[src/rtl/sram_client_pkg.sv]
// Shared types for the SRAM client side: request-master states and the default
// grant/completion timeout.
package sram_client_pkg;

    localparam int TIMEOUT_CYCLES_DEFAULT = 64;

    typedef enum logic [3:0] {
        IDLE,
        WR_FETCH,
        WR_REQ,
        WR_WAIT,
        RD_REQ,
        RD_WAIT,
        RD_HOLD,
        FINISH,
        ABORT
    } state_t;

    // States in which the master waits on the controller and is timed.
    function automatic logic is_wait_state(input state_t s);
        return (s == WR_REQ) || (s == WR_WAIT) || (s == RD_REQ) || (s == RD_WAIT);
    endfunction

endpackage

[src/rtl/sram_watchdog.sv]
// Cycle counter that flags when a wait on the SRAM controller has lasted
// TIMEOUT_CYCLES cycles; cleared on every entry into a waiting state.
module sram_watchdog
    import sram_client_pkg::*;
#(
    parameter int TIMEOUT_CYCLES = TIMEOUT_CYCLES_DEFAULT
) (
    input  logic clk,
    input  logic clear,
    input  logic enable,
    output logic expired
);

    localparam int CW = $clog2(TIMEOUT_CYCLES) + 1;

    logic [CW-1:0] count;

    // Saturates at the terminal value so a held enable never wraps back to 0.
    always_ff @(posedge clk) begin
        if (clear) begin
            count <= '0;
        end else if (enable && !expired) begin
            count <= count + CW'(1);
        end
    end

    assign expired = enable && (count == CW'(TIMEOUT_CYCLES - 1));

endmodule

[src/rtl/sram_request_master.sv]
// Host-side burst master: turns a host read/write burst command into one
// request/grant/completion handshake per byte towards the SRAM controller.
module sram_request_master
    import sram_client_pkg::*;
#(
    parameter int DATA_WIDTH     = 8,
    parameter int TIMEOUT_CYCLES = TIMEOUT_CYCLES_DEFAULT
) (
    input  logic                  iClk,
    input  logic                  iReset,
    input  logic                  iCmdValid,
    output logic                  oCmdReady,
    input  logic                  iCmdWrite,
    input  logic [3:0]            iCmdCount,
    input  logic [DATA_WIDTH-1:0] iWrData,
    input  logic                  iWrValid,
    output logic                  oWrReady,
    output logic [DATA_WIDTH-1:0] oRdData,
    output logic                  oRdValid,
    input  logic                  iRdReady,
    output logic                  oDone,
    output logic                  oError,
    output logic                  oBusy,
    output logic                  oReadRequest,
    output logic                  oWriteRequest,
    output logic [DATA_WIDTH-1:0] oData,
    input  logic [DATA_WIDTH-1:0] iData,
    input  logic                  iReadGranted,
    input  logic                  iWriteGranted,
    input  logic                  iReadDataValid,
    input  logic                  iDataWritten,
    output state_t                oState
);

    // Host handshakes are valid/ready: a beat moves on the rising edge where both
    // are high; the controller side uses single-cycle grant/data pulses instead.

    state_t     state;
    state_t     next_state;
    logic [3:0] remaining;
    logic       wd_clear;
    logic       wd_enable;
    logic       wd_expired;

    sram_watchdog #(
        .TIMEOUT_CYCLES(TIMEOUT_CYCLES)
    ) u_watchdog (
        .clk    (iClk),
        .clear  (wd_clear),
        .enable (wd_enable),
        .expired(wd_expired)
    );

    assign wd_enable = is_wait_state(state);
    assign wd_clear  = iReset || (is_wait_state(next_state) && (next_state != state));

    // A real grant/data event in the expiry cycle wins over the timeout.
    always_comb begin
        next_state = state;
        unique case (state)
            IDLE:     if (iCmdValid) next_state = iCmdWrite ? WR_FETCH : RD_REQ;
            WR_FETCH: if (iWrValid) next_state = WR_REQ;
            WR_REQ: begin
                if (iWriteGranted)   next_state = WR_WAIT;
                else if (wd_expired) next_state = ABORT;
            end
            WR_WAIT: begin
                if (iDataWritten)    next_state = (remaining == 4'd0) ? FINISH : WR_FETCH;
                else if (wd_expired) next_state = ABORT;
            end
            RD_REQ: begin
                if (iReadGranted)    next_state = RD_WAIT;
                else if (wd_expired) next_state = ABORT;
            end
            RD_WAIT: begin
                if (iReadDataValid)  next_state = RD_HOLD;
                else if (wd_expired) next_state = ABORT;
            end
            RD_HOLD:  if (iRdReady) next_state = (remaining == 4'd0) ? FINISH : RD_REQ;
            FINISH:   next_state = IDLE;
            ABORT:    next_state = IDLE;
            default:  next_state = IDLE;
        endcase
    end

    always_ff @(posedge iClk) begin
        if (iReset) begin
            state     <= IDLE;
            remaining <= 4'd0;
            oData     <= '0;
            oRdData   <= '0;
            oRdValid  <= 1'b0;
        end else begin
            state <= next_state;
            if (state == IDLE && iCmdValid) begin
                remaining <= iCmdCount;
            end else if (next_state == ABORT) begin
                remaining <= 4'd0;
            end else if ((state == WR_WAIT && next_state == WR_FETCH) ||
                         (state == RD_HOLD && next_state == RD_REQ)) begin
                remaining <= remaining - 4'd1;
            end
            if (state == WR_FETCH && iWrValid) begin
                oData <= iWrData;
            end
            if (state == RD_WAIT && next_state == RD_HOLD) begin
                oRdData  <= iData;
                oRdValid <= 1'b1;
            end else if ((state == RD_HOLD && iRdReady) || next_state == ABORT) begin
                oRdValid <= 1'b0;
            end
        end
    end

    assign oCmdReady     = (state == IDLE);
    assign oBusy         = (state != IDLE);
    assign oWrReady      = (state == WR_FETCH);
    assign oWriteRequest = (state == WR_REQ);
    assign oReadRequest  = (state == RD_REQ);
    assign oDone         = (state == FINISH) || (state == ABORT);
    assign oError        = (state == ABORT);
    assign oState        = state;

endmodule

[config.mk]
export PLATFORM = sky130hd
export DESIGN_NAME = sram_request_master
export DESIGN_NICKNAME = d
export VERILOG_FILES = /design/src/rtl/sram_client_pkg.sv /design/src/rtl/sram_watchdog.sv /design/src/rtl/sram_request_master.sv
export SDC_FILE = /design/constraint.sdc
export NUM_CORES = 1
export LEC_CHECK = 0
export BUFFER_PORTS_ARGS = -buffer_cell sky130_fd_sc_hd__buf_2
export CORE_ASPECT_RATIO = 0.9
export CORE_MARGIN = 4
export CORE_UTILIZATION = 50
export DETAILED_ROUTE_END_ITERATION = 8
export GPL_TIMING_DRIVEN = 0
export PLACE_DENSITY = 0.76
export SYNTH_ARGS = -nofsm -noshare
export SYNTH_HDL_FRONTEND = slang
export SYNTH_SLANG_ARGS = --single-unit
[constraint.sdc]
create_clock -name iClk -period 3.5 [get_ports iClk]
set_clock_uncertainty 0.2 [all_clocks]
set_input_delay 0.175 -clock iClk [delete_from_list [all_inputs] [get_ports iClk]]
set_output_delay 0.175 -clock iClk [all_outputs]
set_load 0.005 [all_outputs]
# Word-level counts from Yosys, hierarchy flattened
# Index checks and enable logic that the tools add are counted.
# totals
ff_bits	32
in_bits	30
output_inout_bits	28
word_cells	67
# classes
add_sub_neg	2
eq_ne	17
mux	17
n_reduce_logical	25
# ops
operator	n
$mux W4	11
$eq A4 B3 Y1 const B	7
$pmux W4 S7	1
$eq A4 B2 Y1 const B	4
$logic_or A1 B1 Y1	10
$logic_and A1 B1 Y1	9
$eq A4 B1 Y1 const B	2
$eq A4 B4 Y1 const B	2
$logic_not A4 Y1	2
$add A7 B1 Y7 const B	1
$eq A7 B6 Y1 const B	1
$mux W3	2
$ne A4 B4 Y1	1
$reduce_bool A4 Y1	1
$sub A4 B1 Y4 const B	1
$reduce_bool A3 Y1	1
$mux W1	2
$mux W2	1
$reduce_bool A2 Y1	1
$logic_not A1 Y1	1

# Longest topological paths before layout
# Gate-level depths: netlist of the first run.
# logic_depth
word_depth	14
depth_mapped	8
depth_no_buf	8

# Cells and area by module
# Synthesis of the first run repeated with hierarchy kept, for this count alone.
# unflattened
hier_cells	219
area_unflattened_um2	1845.5
# modules_own_cells
module	n_inst	cells_per_inst	area_per_inst_um2	seq_area_each_um2
sram_request_master	1	175	1451.4	500.5
sram_watchdog	1	44	394.1	140.1

# Worst setup path before layout of the first run
# Ideal clock, no wire load.
# synth_timing
path_kind	reg-to-reg
from	reg remaining[0]
to	reg remaining[1]
setup_time_ps	103
arrival_time_ps	2161
t_required_ps	3197
path_slack_ps	1036
stages_incl_launch_ff	9
path_buffers	0
synth_period_minus_slack_ps	2464
path_cell_list	dfxtp_1 > inv_1 > ha_1 > nor3b_1 > nand3b_1 > a311o_1 > nor4_4 > nor3_1 > a2111oi_2
# synth_via
elab_chain_cells	8
elab_cells_between_ends	17
classes_between	add/sub (1); eq/ne (3); mux (8); reduce/logical (5)
# synth_rtl
item	line_no	source
start: declaration	sram_request_master.sv:40	logic [3:0] remaining;
start signal: assignment	sram_request_master.sv:96	remaining <= iCmdCount;
start signal: assignment	sram_request_master.sv:101	remaining <= remaining - 4'd1;
$logic_not A4 Y1	sram_request_master.sv:68, sram_request_master.sv:79	
$mux W2 / $mux W3 (equally long branches)	sram_request_master.sv:79, sram_request_master.sv:68	
$mux W4, on equally long branches	sram_request_master.sv:79, sram_request_master.sv:68	
$pmux W4 S7	sram_request_master.sv:60	unique case (state)
$eq A4 B1 Y1 / $eq A4 B3 Y1 (equally long branches)	sram_request_master.sv:99, sram_request_master.sv:100	
$logic_and A1 B1 Y1, on equally long branches	sram_request_master.sv:99, sram_request_master.sv:100	
$logic_or A1 B1 Y1	sram_request_master.sv:99	end else if ((state == WR_WAIT && next_state == WR_FETCH) ||
$reduce_bool A3 Y1 (no line)	n/a	
# Several ways; a longest one is shown, not always the timed one. The select of a mux whose other input is x is not followed.
# A chain may end at the register's enable or synchronous reset.

# Worst setup path after layout of the first run
# Same ends and word-level chain as after synthesis.

==> summary.md, run 1 <==
The flow ran to the end, and the final reports show no timing, DRC or antenna violations. The logs give 0.5991 for the relative slew slack and 0.7614 ns for the setup slack after layout. Number of antenna violations at the first check in global routing: 0. In the layout the commonest cells are sky130_fd_sc_hd__buf_2, sky130_fd_sc_hd__dfxtp_1, sky130_fd_sc_hd__nor2_1, sky130_fd_sc_hd__nand2_1, sky130_fd_sc_hd__dlygate4sd3_1. The worst register-to-register path ends at remaining[1]. The total global-route track usage was 0.2235. Dividing total power by cell area gives a power density of 526.2 nW/um^2.

Setup violations remaining at the end of the flow were counted as 0. The pin count of the biggest net entering global routing is 11, and the yosys synthesis warning count is 0. The terminating pin of the worst hold path was remaining[1].

The floorplan has 20 rows. Counting flops with a built-in enable in the synthesized netlist gives 0. The worst hold path begins at iCmdCount[1].

For the count of cells resized by post-cts repair, the log shows 0. Kind of launch point of the worst setup path: a register. The clock slew at the register clock pins of the worst setup and hold paths is 0.07 ns.

The floorplan step set the die height to 63.97 um. The data required time of the critical path was 3.48 ns; the total count of max-transition violations in the final report was 0. The tree is rooted in a sky130_fd_sc_hd__clkbuf_8. The clock period minus final worst setup slack works out to 2.739 ns. Clock tree synthesis found a total of 32 sinks. Using the TritonRoute via totals, the vias-per-cell ratio works out to 5.578.

The worst hold path stage count works out to 3. The first global-routing pass estimated 8052 um of wire. Among all flip-flop cells after synthesis, the most frequent one is sky130_fd_sc_hd__dfxtp_1. For the synthesized instance count, the log shows 208. In the final design database the tool counted 322 nets.

The top-level I/O count was 58; the total congestion overflow after global routing was 0. Area overhead of the layout relative to synthesis: 35.51%. The net count after synthesis is 241, and the area of the die is 4490 sq um. The maximum net fanout on the critical path is 8.

No sink is reached through more buffers than the 2 on the longest clock path. The layout has 276 filler cells. The maximum VDD drop was 0.4318 mV; the starting utilization of the core area was 0.5190. The number of cells on the worst reg-to-reg path works out to 8. The run gives 5 as the number of clock buffers inserted by TritonCTS.

In this run the worst setup path begins at remaining[0]. The post-synth design cell area was 1740 sq um. The die span in x came out at 70.19 um. Once detail routing completed, the nets flagged for antenna violations numbered 0. For the count of maximum capacitance violations, the log shows 0. During placement, the flow inserted port buffers numbering 57. Summed over all nets, the half-perimeter wirelength after detailed placement is 3315 um. In the final timing run, aggregate negative setup slack is 0 ns. The total setup buffers inserted after CTS came out at 0.

The critical path class is register to register. Summed over all layers, the routed wires come to 4868 um. Minimum setup slack among reg-to-reg paths: 0.76 ns. For this run, design rule violations remaining after detail routing come to 0.

For the insertion delay of the later-clocked pin in the worst-skew pair, the log shows 0.28 ns. At the pin with the least slew margin, the transition time is 0.5963 ns. CTS built an H-tree with a depth of 2.

For the sequential fraction of the synthesis area, the log shows 0.3681. In this run the mean area of a mapped cell was 8.367 sq um. At the worst endpoint, the arrival time is 2.72 ns. The via count of the first global-routing pass came out at 1,722. Setup repair after global routing left no endpoint under its margin. The tools report the length of the first detailed-routing pass in iterations as 5. Total number of vias: 1,863. The standby leakage power is 1.056 nW, and the maximum operating frequency is 365.2 MHz. The placer's final routability congestion estimate is 0.8780. The core region is 3353 sq um.

The ratio of final minimum period to clock period was 0.7824; the setup slack after placement was 0.7907 ns. In this run the critical register-to-register path is launched from remaining[0]. The number of different library cells used by synthesis comes to 50.

The path class of the tightest hold or removal check is input port to register. TritonCTS built the clock tree. The synthesized design contains 32 register bits.

The tools report the element type at the critical path end as a register. The repair_antennas step left the layout with diodes totalling 0. The count of endpoints failing hold in the final timing report was 0; the number of violations reported at the end of detailed-routing iteration 0 was 162. The routed wire length per instance was 14.57 um. The share of layout cells above drive strength 1 is 0.2724. The async set or reset register ratio after synthesis came out at 0. The most common cell after layout, fill and taps aside was sky130_fd_sc_hd__buf_2.
per-layer routing:
layer | vias to the layer above | GRT usage | routed length (um)
met1 | 835 | 0.2894 | 2168
met4 | 0 | 0.07177 | 62
met2 | 104 | 0.3573 | 2111
met5 | - | 0 | 0
met3 | 10 | 0.06604 | 525
li1 | 914 | - | -
kinds of logic (layout without fill, tap and decap cells):
logic type | count (synthesis) | after routing | share of synthesized area
AND/OR/NAND/NOR | 100 | 100 | 0.3091
multiplexers | 10 | 10 | 0.05823
XOR/XNOR | 5 | 5 | 0.02516
adder cells (fa/ha/maj) | 3 | 3 | 0.02157
buffers and inverters | 15 | 97 | 0.04097
flip-flops | 32 | 32 | 0.3681
AO/OA/AOI/OAI | 43 | 43 | 0.1769
worst max-delay path: stages, from the launching register on:
cell                        delay [ns]
sky130_fd_sc_hd__dfxtp_1          0.39
sky130_fd_sc_hd__inv_1            0.08
sky130_fd_sc_hd__ha_1             0.19
sky130_fd_sc_hd__nor3b_1          0.18
sky130_fd_sc_hd__nand3b_1         0.20
sky130_fd_sc_hd__a311o_1          0.42
sky130_fd_sc_hd__nor4_4           0.52
sky130_fd_sc_hd__nor3_1           0.12
sky130_fd_sc_hd__a2111oi_2        0.34
final cells by class:
class | instances | area [sq um] | share of cell area
Multi-Input combinational cell | 161 | 1028 | 0.4361
Sequential cell | 32 | 640.6 | 0.2716
Timing Repair Buffer | 74 | 455.4 | 0.1931
Clock buffer | 6 | 72.57 | 0.03077
Buffer | 11 | 56.30 | 0.02387
Tap cell | 44 | 55.05 | 0.02334
Clock inverter | 2 | 35.03 | 0.01485
Inverter | 4 | 15.01 | 0.006366
power breakdown:
part	leakage [nW]	internal [mW]	switching [mW]	total (mW)
clock	0.0552	0.211	0.140	0.351
sequential	0.259	0.399	0.0334	0.433
combinational	0.741	0.196	0.261	0.457
cells in the mapped netlist (2+ instances only):
cell	count	share of area
sky130_fd_sc_hd__a211oi_1	5	0.022
sky130_fd_sc_hd__a21oi_1	13	0.037
sky130_fd_sc_hd__buf_2	6	0.017
sky130_fd_sc_hd__clkbuf_1	4	0.0086
sky130_fd_sc_hd__dfxtp_1	32	0.37
sky130_fd_sc_hd__ha_1	3	0.022
sky130_fd_sc_hd__inv_1	4	0.0086
sky130_fd_sc_hd__mux2i_1	9	0.052
sky130_fd_sc_hd__nand2_1	25	0.054
sky130_fd_sc_hd__nand2b_1	6	0.022
sky130_fd_sc_hd__nand3_1	6	0.017
sky130_fd_sc_hd__nand3b_1	4	0.017
sky130_fd_sc_hd__nand4_1	6	0.022
sky130_fd_sc_hd__nand4b_1	2	0.010
sky130_fd_sc_hd__nor2_1	25	0.054
sky130_fd_sc_hd__nor2b_1	5	0.018
sky130_fd_sc_hd__nor3_1	6	0.017
sky130_fd_sc_hd__nor3b_1	3	0.013
sky130_fd_sc_hd__nor4b_1	3	0.015
sky130_fd_sc_hd__o21a_1	2	0.0086
sky130_fd_sc_hd__o21ai_0	5	0.014
sky130_fd_sc_hd__o221ai_1	2	0.010
sky130_fd_sc_hd__o311a_1	2	0.012
sky130_fd_sc_hd__xor2_1	4	0.020
flip-flops by register name, indices dropped and copies added, names as in the netlist:
name,cells
u_watchdog.count,7
remaining,4
oRdData,8
oRdValid,1
oData,8
oState,4
what timing repair did:
action,in CTS,in global routing
endpoints found under the hold margin,17,0
endpoints found under the setup margin,0,0
hold buffers,17,0
worst max-delay path by stage:
stage	endpoint	slack (ns)
2_1_floorplan	remaining[1]	1.04
3_3_place_gp	remaining[1]	0.84
3_5_place_dp	remaining[1]	0.79
4_1_cts	remaining[1]	0.78
5_1_grt	remaining[1]	0.60
6_report	remaining[1]	0.76
through the flow:
step,hold slack (ns),area [sq um],utilization,cells,total power [mW]
floorplan,0.1110,1740,-,208,0.7429
global placement,0.2034,2081,0.6205,309,0.8620
detailed placement,0.2131,2081,0.6205,309,0.8678
CTS,0.05493,2359,0.7034,334,1.233
global route,0.07354,2359,0.7034,334,1.311
finish,0.06039,2359,0.7034,334,1.241
(Power assumes the default switching activity.)
==> run 2, diff against run 1 <==
==> constraint.sdc (replaced) <==
create_clock -name iClk -period 2.55 [get_ports iClk]
set_clock_uncertainty 0.2 [all_clocks]
set_input_delay 0.1275 -clock iClk [delete_from_list [all_inputs] [get_ports iClk]]
set_output_delay 0.1275 -clock iClk [all_outputs]
set_load 0.005 [all_outputs]
==> summary.md, run 2 (same netlist as run 1, synthesis figures left out) <==
The standard cell core area was 3353 sq um; the number of antenna violations at the first check in global routing was 0. For this run, the number of standard cells in the final layout without fillers is 339. Final instance area: 2455 sq um. The height of the die came out at 63.97 um. Instance count after placement with tap cells included: 309.

The first global-routing pass estimated 8038 um of wire. Setup violations remaining at the end of the flow were counted as 0. The library cells used most frequently in the layout, excluding fill and tap cells, are sky130_fd_sc_hd__buf_2, sky130_fd_sc_hd__dfxtp_1, sky130_fd_sc_hd__nor2_1. The tree is rooted in a sky130_fd_sc_hd__clkbuf_8. The length of the first detailed-routing pass in iterations came out at 4. The run gives 1.760 mW as the overall power consumption.

In the final layout, the registers with the most flip-flops are oData (8), oRdData (8), u_watchdog.count (7). The HPWL after detailed placement is 3315 um. The initialized floorplan defines 20 standard-cell rows. Grouping stages by cell kind, the critical path spends the most delay in simple AND/OR/NAND/NOR gates.

The routed design has 4982 um of wire. The relative slew slack came out at 0.6324. The clock slew at the register clock pins of the worst setup and hold paths is 0.08 ns, and the setup slack after placement is -0.1593 ns. The tools report the worst hold margin as -0.002291 ns. In this run the critical register-to-register path is captured at remaining[2]. Relative to the synthesized area, the layout overhead comes to 41.05%. The number of cells on the critical path works out to 8.

The final reports fail on hold timing. Counting every sink on the clock net gives 32. TritonCTS built the clock tree. The run gives 121 as the number of violations reported at the end of detailed-routing iteration 0. In this run the critical register-to-register path is launched from u_watchdog.count[0]. The die span in x was 70.19 um. The largest individual stage delay along the critical path comes from the cell sky130_fd_sc_hd__a311o_1. For the pin count of the biggest net entering global routing, the log shows 11. After the last flow step, the layout net total stands at 327. Along the worst path, the maximum fanout reaches 4.

In the post-route analysis, the smallest setup slack over all paths is 0.1022 ns. The number of fill cells came out at 264. For the placer's final routability congestion estimate, the log shows 0.8780.

At the pin with the least slew margin, the transition time is 0.5444 ns. Leaving out fill and tap cells, the most frequent cell in the layout is sky130_fd_sc_hd__buf_2. The worst setup path is launched from a register. In this run the tool buffered the top-level ports with 57 buffer cells. Data on the critical path is required at its endpoint by 2.53 ns. Pin placement for this block handled 58 I/O pins.

The run gives 4490 sq um as the area of the die. The total global-route track usage is 0.2231, and the clock period minus final worst setup slack is 2.448 ns. The run finished, with violations left.

At the worst endpoint, the arrival time is 2.43 ns. The per-cell via count in the routed design is 5.584, and the number of clock buffers inserted by TritonCTS is 5. The element type at the critical path end was a register. The min-delay analysis places its worst path in the category input port to register. The count of endpoints failing hold in the final timing report is 1.

The worst setup path is of the register to register kind. The ratio of final minimum period to clock period was 0.9599. In this run the deepest clock path goes through 2 buffers. For the total congestion overflow after global routing, the log shows 0. After detailed routing, the number of remaining DRC violations is 0.

The cell area after placement came out at 2081 sq um. The run gives 2 as the number of levels in the clock H-tree. The maximum single-stage delay on the critical path is 0.40 ns, and the share of layout cells above drive strength 1 is 0.3220. The routed layout has 1,893 vias.

The tools report the maximum VDD drop as 0.5598 mV. The number of cells on the worst reg-to-reg path is 8. Based on the critical path, the design can be clocked at up to 408.5 MHz.

The starting utilization of the core area was 0.5190; the minimum setup slack among reg-to-reg paths was 0.10 ns. Max-cap violations in this run came to 0. The logs give 0 for the number of antenna cells inserted and 1,766 for the via count of the first global-routing pass.

The terminating pin of the worst hold path is remaining[1]. The worst hold path begins at iCmdCount[1]. For the worst-skew pair, the clock arrives at the later sink with an insertion delay of 0.28 ns. The detail route stage leaves a number of antenna-violating nets equal to 0.

For the standby leakage power, the log shows 1.091 nW. Traced cell by cell, the critical path runs through ha_4 > nand4b_1 > or2_4 > a311o_1 > nor4_4 > buf_4 > nand4_1 > o311a_1. In the final routed layout, each cell accounts on average for 14.70 um. The tools report the total count of max-transition violations in the final report as 0. The cell area power density is 717.1 nW/um^2, and the worst hold path stage count is 3. Total buffers and inverters traversed by the critical path: 1.
run 2: changes by cell type in the layout (fill, tap and decap cells not counted), moves of 2 or more:
| cell | previous run | this run |
|---|---|---|
| sky130_fd_sc_hd__dfxtp_1 | 32 | 28 |
| sky130_fd_sc_hd__dfxtp_4 | 0 | 2 |
| sky130_fd_sc_hd__dfxtp_2 | 0 | 2 |
| sky130_fd_sc_hd__buf_4 | 0 | 5 |
run 2: how the worst max path moves through the flow:
stage | start | to
floorplan | remaining[0] | remaining[1]
global placement | oState[2] | remaining[1]
detailed placement | u_watchdog.count[0] | remaining[1]
CTS | u_watchdog.count[1] | remaining[1]
global route | u_watchdog.count[0] | remaining[2]
finish | u_watchdog.count[0] | remaining[2]
run 2: per-stage QoR:
| stage | TNS, ns | utilization |
|---|---|---|
| floorplan | 0 | - |
| global placement | -0.7596 | 0.6205 |
| detailed placement | -0.5031 | 0.6205 |
| CTS | 0 | 0.7119 |
| global route | -0.03117 | 0.7321 |
| finish | 0 | 0.7321 |
run 2: repair_timing:
item,in CTS,in global routing
hold buffers,17,0
pin swaps,3,4
setup endpoints to repair,9,10
buffers inserted,1,4
gates resized for setup,6,10
hold endpoints to repair,17,0
gates cloned,0,0
run 2: report_power, final:
part	switching (mW)	internal, mW	leakage, nW
Combinational	0.369	0.301	0.774
Sequential	0.0544	0.554	0.262
Clock	0.192	0.290	0.0552
Total	0.615	1.14	1.09
run 2: worst reg2reg max path: cells and delay by family (launching register included):
kind                     cells  cell delay [ns]
adder cells (fa/ha/maj)      1             0.15
flip-flops                   1             0.38
buffers and inverters        1             0.19
AO/OA/AOI/OAI                2             0.54
AND/OR/NAND/NOR              4             0.89
run 2: metal layers:
layer | share of wire | track usage
met4 | 0.018 | 0.08134
met5 | 0 | 0
met3 | 0.093 | 0.07862
met2 | 0.44 | 0.3491
met1 | 0.45 | 0.2836
run 2: final cells by class:
cell class	instances	area [sq um]	share of cell area
Inverter	4	15.01	0.006116
Sequential cell	32	650.6	0.2650
Timing Repair Buffer	79	493.0	0.2008
Buffer	11	56.30	0.02294
Clock inverter	2	35.03	0.01427
Tap cell	44	55.05	0.02243
Clock buffer	6	72.57	0.02956
Multi-Input combinational cell	161	1077	0.4388
